--- config.mk ---
export PLATFORM = sky130hd
export DESIGN_NAME = apb3_completer_fifo
export DESIGN_NICKNAME = d
export VERILOG_FILES = /design/src/rtl/apb3_completer_fifo_pkg.sv /design/src/rtl/apb3_completer_fifo_fifo_sync.sv /design/src/rtl/apb3_completer_fifo.sv
export SDC_FILE = /design/constraint.sdc
export NUM_CORES = 1
export LEC_CHECK = 0
export CAP_MARGIN = 0
export CORE_MARGIN = 2
export CORE_UTILIZATION = 45
export DETAILED_ROUTE_END_ITERATION = 6
export GPL_ROUTABILITY_DRIVEN = 0
export SYNTH_ARGS = -nofsm -noshare
export SYNTH_HDL_FRONTEND = slang
export SYNTH_SLANG_ARGS = --single-unit
export TNS_END_PERCENT = 100
--- constraint.sdc ---
create_clock -name clk -period 10.1 [get_ports clk]
set_clock_uncertainty 0.1 [all_clocks]
set_input_delay 2.02 -clock clk [delete_from_list [all_inputs] [get_ports clk]]
set_output_delay 2.02 -clock clk [all_outputs]
set_load 0.01 [all_outputs]
--- src/rtl/apb3_completer_fifo_pkg.sv ---
// Shared register map, STATUS bit positions and FSM state type for the APB3 FIFO completer.
package apb3_completer_fifo_pkg;

  localparam logic [1:0] REG_DATA   = 2'd0;
  localparam logic [1:0] REG_STATUS = 2'd1;
  localparam logic [1:0] REG_CTRL   = 2'd2;
  localparam logic [1:0] REG_LEVEL  = 2'd3;

  localparam int STATUS_EMPTY_BIT = 0;
  localparam int STATUS_FULL_BIT  = 1;

  typedef enum logic [1:0] {
    ST_IDLE = 2'd0,
    ST_WAIT = 2'd1,
    ST_RESP = 2'd2
  } apb_state_e;

endpackage

--- src/rtl/apb3_completer_fifo_fifo_sync.sv ---
// Single-clock FIFO with wrapping pointers and an explicit level counter.
module fifo_sync #(
  parameter int Width = 32,
  parameter int Depth = 8,
  localparam int PtrW = $clog2(Depth),
  localparam int LvlW = $clog2(Depth) + 1
) (
  input  logic             clk,
  input  logic             rst_n,
  input  logic             push,
  input  logic             pop,
  input  logic             flush,
  input  logic [Width-1:0] wdata,
  output logic [Width-1:0] rdata,
  output logic             full,
  output logic             empty,
  output logic [LvlW-1:0]  level
);

  logic [Width-1:0] mem_q [Depth];
  logic [Width-1:0] mem_d [Depth];
  logic [PtrW-1:0]  wr_ptr_q, wr_ptr_d;
  logic [PtrW-1:0]  rd_ptr_q, rd_ptr_d;
  logic [LvlW-1:0]  level_q, level_d;
  logic             do_push, do_pop;

  assign full  = (level_q == LvlW'(Depth));
  assign empty = (level_q == '0);
  assign level = level_q;
  assign rdata = mem_q[rd_ptr_q];

  always_comb begin
    mem_d    = mem_q;
    wr_ptr_d = wr_ptr_q;
    rd_ptr_d = rd_ptr_q;
    level_d  = level_q;
    do_push  = push && !full;
    do_pop   = pop && !empty;
    if (flush) begin
      wr_ptr_d = '0;
      rd_ptr_d = '0;
      level_d  = '0;
    end else begin
      // Depth is a power of two, so pointer overflow is the modulo wrap.
      if (do_push) begin
        mem_d[wr_ptr_q] = wdata;
        wr_ptr_d        = wr_ptr_q + PtrW'(1);
      end
      if (do_pop) begin
        rd_ptr_d = rd_ptr_q + PtrW'(1);
      end
      level_d = level_q + LvlW'(do_push) - LvlW'(do_pop);
    end
  end

  always_ff @(posedge clk or negedge rst_n) begin
    if (!rst_n) begin
      wr_ptr_q <= '0;
      rd_ptr_q <= '0;
      level_q  <= '0;
    end else begin
      wr_ptr_q <= wr_ptr_d;
      rd_ptr_q <= rd_ptr_d;
      level_q  <= level_d;
    end
  end

  // Storage is deliberately left unreset; the pointers define what is valid.
  always_ff @(posedge clk) begin
    mem_q <= mem_d;
  end

endmodule

--- src/rtl/apb3_completer_fifo.sv ---
// APB3 completer exposing a FIFO through DATA/STATUS/CTRL/LEVEL registers, with programmable wait states.
module apb3_completer_fifo
  import apb3_completer_fifo_pkg::*;
#(
  parameter int AddressWidth = 20,
  parameter int DataWidth    = 32,
  parameter int Depth        = 8,
  parameter int WaitStates   = 0
) (
  input  logic                    clk,
  input  logic                    rst_n,
  input  logic [AddressWidth-1:0] paddr,
  input  logic                    pwrite,
  input  logic                    psel,
  input  logic                    penable,
  input  logic [DataWidth-1:0]    pwdata,
  output logic [DataWidth-1:0]    prdata,
  output logic                    pready,
  output logic                    pslverr
);

  localparam int LvlW = $clog2(Depth) + 1;
  localparam logic [3:0] WaitInit = 4'(WaitStates);

  apb_state_e           state_q, state_d;
  logic [3:0]           cnt_q, cnt_d;
  logic                 pready_q, pready_d;
  logic                 pslverr_q, pslverr_d;
  logic [DataWidth-1:0] prdata_q, prdata_d;

  logic                 mapped;
  logic [1:0]           reg_sel;
  logic                 commit;
  logic                 fifo_push, fifo_pop, fifo_flush;
  logic                 fifo_full, fifo_empty;
  logic [DataWidth-1:0] fifo_rdata;
  logic [LvlW-1:0]      fifo_level;
  logic [DataWidth-1:0] rsp_data;
  logic                 rsp_err;
  logic                 unused_addr_lsb;

  assign mapped          = (paddr[AddressWidth-1:4] == '0);
  assign reg_sel         = paddr[3:2];
  assign unused_addr_lsb = ^paddr[1:0];

  assign commit     = (state_q == ST_RESP) && psel && penable;
  assign fifo_push  = commit && mapped && pwrite && (reg_sel == REG_DATA);
  assign fifo_pop   = commit && mapped && !pwrite && (reg_sel == REG_DATA) && !fifo_empty;
  assign fifo_flush = commit && mapped && pwrite && (reg_sel == REG_CTRL) && pwdata[0];

  // Response is captured when entering RESP; the FIFO cannot change before then.
  always_comb begin
    rsp_data = '0;
    rsp_err  = 1'b0;
    if (!mapped) begin
      rsp_err = 1'b1;
    end else begin
      case (reg_sel)
        REG_DATA: begin
          if (pwrite)          rsp_err = fifo_full;
          else if (fifo_empty) rsp_err = 1'b1;
          else                 rsp_data = fifo_rdata;
        end
        REG_STATUS: begin
          if (pwrite) begin
            rsp_err = 1'b1;
          end else begin
            rsp_data[STATUS_EMPTY_BIT] = fifo_empty;
            rsp_data[STATUS_FULL_BIT]  = fifo_full;
          end
        end
        REG_LEVEL: begin
          if (pwrite) rsp_err = 1'b1;
          else        rsp_data = DataWidth'(fifo_level);
        end
        default: ;
      endcase
    end
    if (pwrite) rsp_data = '0;
  end

  always_comb begin
    state_d   = state_q;
    cnt_d     = cnt_q;
    pready_d  = 1'b0;
    pslverr_d = 1'b0;
    prdata_d  = '0;
    case (state_q)
      ST_IDLE: begin
        if (psel && !penable) begin
          if (WaitInit == 4'd0) begin
            state_d   = ST_RESP;
            pready_d  = 1'b1;
            pslverr_d = rsp_err;
            prdata_d  = rsp_data;
          end else begin
            state_d = ST_WAIT;
            cnt_d   = WaitInit;
          end
        end
      end
      ST_WAIT: begin
        if (!psel) begin
          state_d = ST_IDLE;
          cnt_d   = '0;
        end else if (cnt_q == 4'd1) begin
          state_d   = ST_RESP;
          cnt_d     = '0;
          pready_d  = 1'b1;
          pslverr_d = rsp_err;
          prdata_d  = rsp_data;
        end else begin
          cnt_d = cnt_q - 4'd1;
        end
      end
      default: begin
        state_d = ST_IDLE;
        cnt_d   = '0;
      end
    endcase
  end

  always_ff @(posedge clk or negedge rst_n) begin
    if (!rst_n) begin
      state_q   <= ST_IDLE;
      cnt_q     <= '0;
      pready_q  <= 1'b0;
      pslverr_q <= 1'b0;
      prdata_q  <= '0;
    end else begin
      state_q   <= state_d;
      cnt_q     <= cnt_d;
      pready_q  <= pready_d;
      pslverr_q <= pslverr_d;
      prdata_q  <= prdata_d;
    end
  end

  assign pready  = pready_q;
  assign pslverr = pslverr_q;
  assign prdata  = prdata_q;

  fifo_sync #(
    .Width (DataWidth),
    .Depth (Depth)
  ) u_fifo (
    .clk   (clk),
    .rst_n (rst_n),
    .push  (fifo_push),
    .pop   (fifo_pop),
    .flush (fifo_flush),
    .wdata (pwdata),
    .rdata (fifo_rdata),
    .full  (fifo_full),
    .empty (fifo_empty),
    .level (fifo_level)
  );

endmodule

==> Word-level counts from Yosys, hierarchy flattened <==
Cells that the tools add are included.
{ "classes": {"muxes": 40, "eq_ne": 9, "n_reduce_logical": 27, "n_bitwise": 3, "n_shift": 0, "n_mul": 0, "div": 0, "magnitude_cmp": 3, "n_addsub": 5} }
{ "ops": {"columns": ["op", "n"], "rows": [
  ["$mux W32", 9],
  ["$bwmux W256", 1],
  ["$bmux W32 S3", 1],
  ["$demux W32 S3", 1],
  ["$pmux W32 S2", 1],
  ["$pmux W30 S2", 1],
  ["$logic_not A16 Y1", 1],
  ["$logic_and A1 B1 Y1", 14],
  ["$mux W3", 4],
  ["$mux W4", 3],
  ["$mux W1", 10],
  ["$ge A4 B4 Y1 const B", 2],
  ["$not A3 Y4", 2],
  ["$pmux W4 S2", 1],
  ["$add A3 B1 Y3 const B", 2],
  ["$eq A2 B2 Y1 const B", 3],
  ["$mux W2", 3],
  ["$pmux W1 S2", 3],
  ["$pmux W2 S3", 1],
  ["$add A4 B1 Y4", 1],
  ["$eq A2 B1 Y1 const B", 2],
  ["$eq A4 B1 Y1 const B", 1],
  ["$eq A4 B4 Y1 const B", 1],
  ["$logic_not A1 Y1", 4],
  ["other kinds (12)", 15]
]} }
{ "totals": {"out_inout_bits": 34, "ram_bits": 0, "inputBits": 57, "n_memories": 0, "mem_bits_ro": 0, "latch_bits": 0, "elab_cells": 103, "register_bits": 306} }

==> Depth between registers and ports, before layout <==
{ "logic_depth": {"depth_word": 11, "depth_mapped": 12} }

==> Hierarchy <==
Synthesis repeated with hierarchy kept, for this count alone.
{ "unflattened": {"cells_unflattened": 583, "hier_area_um2": 11831.3} }
{ "modules_own_cells": {"columns": ["mod", "seq_area_each_um2", "cells_each", "n_inst", "area_each_um2"], "rows": [
  ["fifo_sync", 7937.6, 444, 1, 10392.5],
  ["apb3_completer_fifo", 875.8, 139, 1, 1438.9]
]} }

==> Worst setup path before layout <==
No wires, ideal clock.
{ "synth_timing": {"path_type": "input -> register", "start": "input port paddr[2]", "end": "register u_fifo.mem_q[224] (netlist bit), enable pin", "slack_ns": 3.544, "arrival_time_ns": 5.954, "cell_stages": 6, "setup_time_ns": 0.501, "path_cell_list": "inv_1 > ha_1 > clkbuf_1 > and4_1 > nand3_1 > nor4_1"} }
{ "synth_between": {"elab_chain_len": 5} }
{ "synth_rtl": {"columns": ["item", "line", "rtl"], "rows": [
  ["start, declared", "apb3_completer_fifo.sv:12", "input logic [AddressWidth-1:0] paddr,"],
  ["$eq A2 B2 Y1", "apb3_completer_fifo.sv:49", "assign fifo_flush = commit && mapped && pwrite && (reg_sel == REG_CTRL) && pwdata[0];"],
  ["$logic_and A1 B1 Y1 (2 in series)", "apb3_completer_fifo.sv:49", null],
  ["$not A1 Y1 (no line)", null, null],
  ["$reduce_and A2 Y1 (no line) *", null, null],
  ["end signal, assigned", "apb3_completer_fifo_fifo_sync.sv:70", "mem_q <= mem_d;"],
  ["end, declared", "apb3_completer_fifo_fifo_sync.sv:20", "logic [Width-1:0] mem_q [Depth];"]
]} }
Mark *: on every way between the ends. The rest lies on a longest branch, timed or not.
A chain may end at the register's enable or synchronous reset.

==> Worst setup path after layout <==
{ "layout_timing": {"start": "input port paddr[8]", "end": "register u_fifo.mem_q[108] (netlist bit), enable pin"} }
{ "layout_between": {"elab_chain_len": 7} }
{ "layout_rtl": {"columns": ["item", "line", "rtl"], "rows": [
  ["$logic_not A16 Y1 *", "apb3_completer_fifo.sv:42", "assign mapped = (paddr[AddressWidth-1:4] == '0);"],
  ["$logic_and A1 B1 Y1 * (2 in series)", "apb3_completer_fifo.sv:47, apb3_completer_fifo.sv:49", null],
  ["$logic_and A1 B1 Y1 (2 in series)", "apb3_completer_fifo.sv:49", null],
  ["$not A1 Y1 (no line)", null, null],
  ["$reduce_and A2 Y1 (no line) *", null, null]
]} }
Marks and branches as above.

==> flow_metrics.env <==
export IMPL_outcome="finished, final reports clean"
export IMPL_crit_required_ns=10.18
export IMPL_avgSynthCellArea_um2=20.5
export IMPL_reg2reg_depth=10
export IMPL_insertion_delay_ns=0.54
export IMPL_leakage_nw=4.54
export IMPL_met2_usage_pct=28.9
export IMPL_yosys_register_bits=301
export IMPL_cts_setup_buffers=0
export IMPL_start_kind="primary input"
export IMPL_fill_cells=1929
export IMPL_rsz0062_at_grt="no"
export IMPL_syn_inst=569
export IMPL_die_area_um2=27200
export IMPL_hp_start="u_fifo.level[2]"
export IMPL_netlist_area_um2=11700
export IMPL_worstSetupPathType="primary input to register"
export IMPL_grt_busiest_layer="met2"
export IMPL_async_flop_share_pct=15.0
export IMPL_core_region_area_um2=25300
export IMPL_via_per_inst=5.52
export IMPL_synth_warning_count=0
export IMPL_start_util_pct=46.1
export IMPL_synth_nets=640
export IMPL_layout_drive_gt1_share_pct=20.2
export IMPL_maxCapViolations=0
export IMPL_ctsResizeCount=0
export IMPL_ant_nets=0
export IMPL_track_usage_pct=17.1
export IMPL_finalCritPeriodShare_pct=44.1
export IMPL_area_delta_synth_final_pct=19.7
export IMPL_holdPathStages=2
export IMPL_rr_endpoint="u_fifo.level[1]"
export IMPL_ir_drop_mv=0.116
export IMPL_fmax_ghz=0.225
export IMPL_pin_count=91
export IMPL_grt_ovfl_total=0
export IMPL_antenna_found_initial=2
export IMPL_placementRows=58
export IMPL_fin_nets=745
export IMPL_cts_tree="yes"
export IMPL_hold_buffers=0
export IMPL_grt_use_met1_pct=23.0
export IMPL_clock_sinks=301
export IMPL_drt_iter0_markers=301
export IMPL_placed_cell_area_um2=12900
export IMPL_h_tree_depth=1
export IMPL_hold_viol_final=0
export IMPL_grt_pass1_vias=5861
export IMPL_min_period_ns=4.45
export IMPL_hpwl_um=11700
export IMPL_synth_seq_area_share_pct=75.5
export IMPL_finalSetupViolCount=0
export IMPL_cts_buffers=31
export IMPL_cp_arrival_ns=4.53
export IMPL_tightest_slew_ns=1.04
export IMPL_cp_end_kind="register"
export IMPL_power_density_nw_per_um2=181
export IMPL_hp_class="register to register"
export IMPL_cts_root_buf="clkbuf_16"
export IMPL_ys_flop_type="edfxtp_1"
export IMPL_die_x_um=165
export IMPL_holdPathEnd="prdata[2]"
export IMPL_die_y_um=165
export IMPL_grt_pass1_wl_um=34300
export IMPL_drcViolationCount=0
export IMPL_crit_path_max_fanout=32
export IMPL_totalPowerFinal_mw=2.53
export IMPL_design_area_um2=14000
export IMPL_clk_path_buf_depth=3
export IMPL_vias=5673
export IMPL_antennaDiodeCount=0
export IMPL_ys_types=44
export IMPL_drt_wl_total_um=23100
export IMPL_r2r_start="u_fifo.level[2]"
export IMPL_fin_hold_ws_ns=0.430
export IMPL_max_slew_margin_pct=30.5
export IMPL_wl_per_cell_um=22.5
export IMPL_cts_clk_slew_worst_paths_ns=0.06
export IMPL_numPortBuffers=88
export IMPL_synth_enable_flop_cells=256
export IMPL_tns_ns=0
export IMPL_grt_use_met3_pct=3.06
export IMPL_reg2reg_slack_ns=7.13
export IMPL_grt_max_degree=71
export IMPL_drtPass1Iterations=4
export IMPL_drv_slew=0
worst max path at each step:
stage                     startpoint                end  slack, ns
after floorplan             paddr[2]  u_fifo.mem_q[224]       3.54
after global placement      paddr[8]  u_fifo.mem_q[109]       5.14
after detailed placement    paddr[8]  u_fifo.mem_q[106]       5.08
after CTS                   paddr[8]  u_fifo.mem_q[106]       5.64
after global routing        paddr[8]  u_fifo.mem_q[108]       5.51
final                       paddr[8]  u_fifo.mem_q[108]       5.65
Yosys cell counts (4+ instances only):
master	count	area share, %
a21oi_1	8	0.34
buf_2	12	0.51
buf_6	5	0.48
clkbuf_1	10	0.32
dfrtp_1	45	9.6
edfxtp_1	256	66
ha_1	13	1.4
inv_1	11	0.35
mux2i_1	36	3.1
mux4_2	60	12
nand2_1	6	0.19
nand3_1	12	0.51
nor2_1	34	1.1
nor3_1	5	0.21
nor4_4	4	0.73
o2111ai_1	4	0.30
o31ai_1	4	0.26
layer usage:
layer	up-vias	part of all wire, %
li1	2508	-
met1	2955	42
met2	164	49
met3	42	6.2
met4	4	2.1
met5	-	0.095
worst max-delay path, stage by stage:
cell	delay, ns
clkdlybuf4s50_1	0.44
nor4_4	0.33
and4_1	0.51
nand4_1	0.44
nor3_2	0.23
buf_4	0.53
state kept, by name, summed over array words and instances, names as in the netlist:
register / count
prdata: 32
pready: 1
pslverr: 1
state_q: 1
u_fifo.level: 4
u_fifo.mem_q: 256
u_fifo.rd_ptr_q: 3
u_fifo.wr_ptr_q: 3
logic make-up after synthesis:
family / Yosys count / synth area share [%]
buffers and inverters: 39 / 1.74
AND/OR/NAND/NOR: 85 / 4.42
flip-flops: 301 / 75.5
XOR/XNOR: 2 / 0.150
adder cells (fa/ha/maj): 14 / 1.57
multiplexers: 97 / 14.8
AO/OA/AOI/OAI: 31 / 1.84
stage by stage:
step | utilization (%) | setup WS (ns) | cells
floorplan | - | 3.54 | 569
CTS | 55.1 | 5.64 | 1028
global route | 55.1 | 5.51 | 1028
finish | 55.1 | 5.65 | 1028
detailed placement | 51.1 | 5.08 | 971
global placement | 51.1 | 5.14 | 971
layout by cell type (no fill, tap or decap), types with 4 or more instances in the layout:
cell	synthesis	final
nor4_4	4	4
clkbuf_1	10	5
clkinv_2	0	7
nor3_2	1	5
clkbuf_8	0	6
nand2_1	6	6
buf_4	1	12
mux2i_1	36	36
o31ai_1	4	4
a21oi_1	8	8
ha_1	13	13
nor2_1	34	31
clkdlybuf4s50_1	0	87
inv_1	11	11
nand3_1	12	12
edfxtp_1	256	256
dfrtp_1	45	42
clkinv_1	0	4
o2111ai_1	4	4
clkbuf_16	0	31
mux4_2	60	60
layout make-up:
type / instances / area (um^2) / share of cell area (%)
clock buffers: 42 / 877 / 6.28
clock inverters: 15 / 148 / 1.06
flip-flops and latches: 301 / 8820 / 63.1
inverters: 11 / 41.3 / 0.296
multi-input cells: 229 / 2700 / 19.3
repair buffers: 100 / 966 / 6.92
well taps: 330 / 413 / 2.96
power breakdown:
| part | switching, mW | internal (mW) | total [mW] |
|---|---|---|---|
| logic | 0.0269 | 0.0229 | 0.0498 |
| registers | 0.000306 | 1.35 | 1.35 |
| clock network | 0.448 | 0.680 | 1.13 |
| total | 0.476 | 2.05 | 2.53 |
Note: power is estimated with default switching activity, not from simulation.
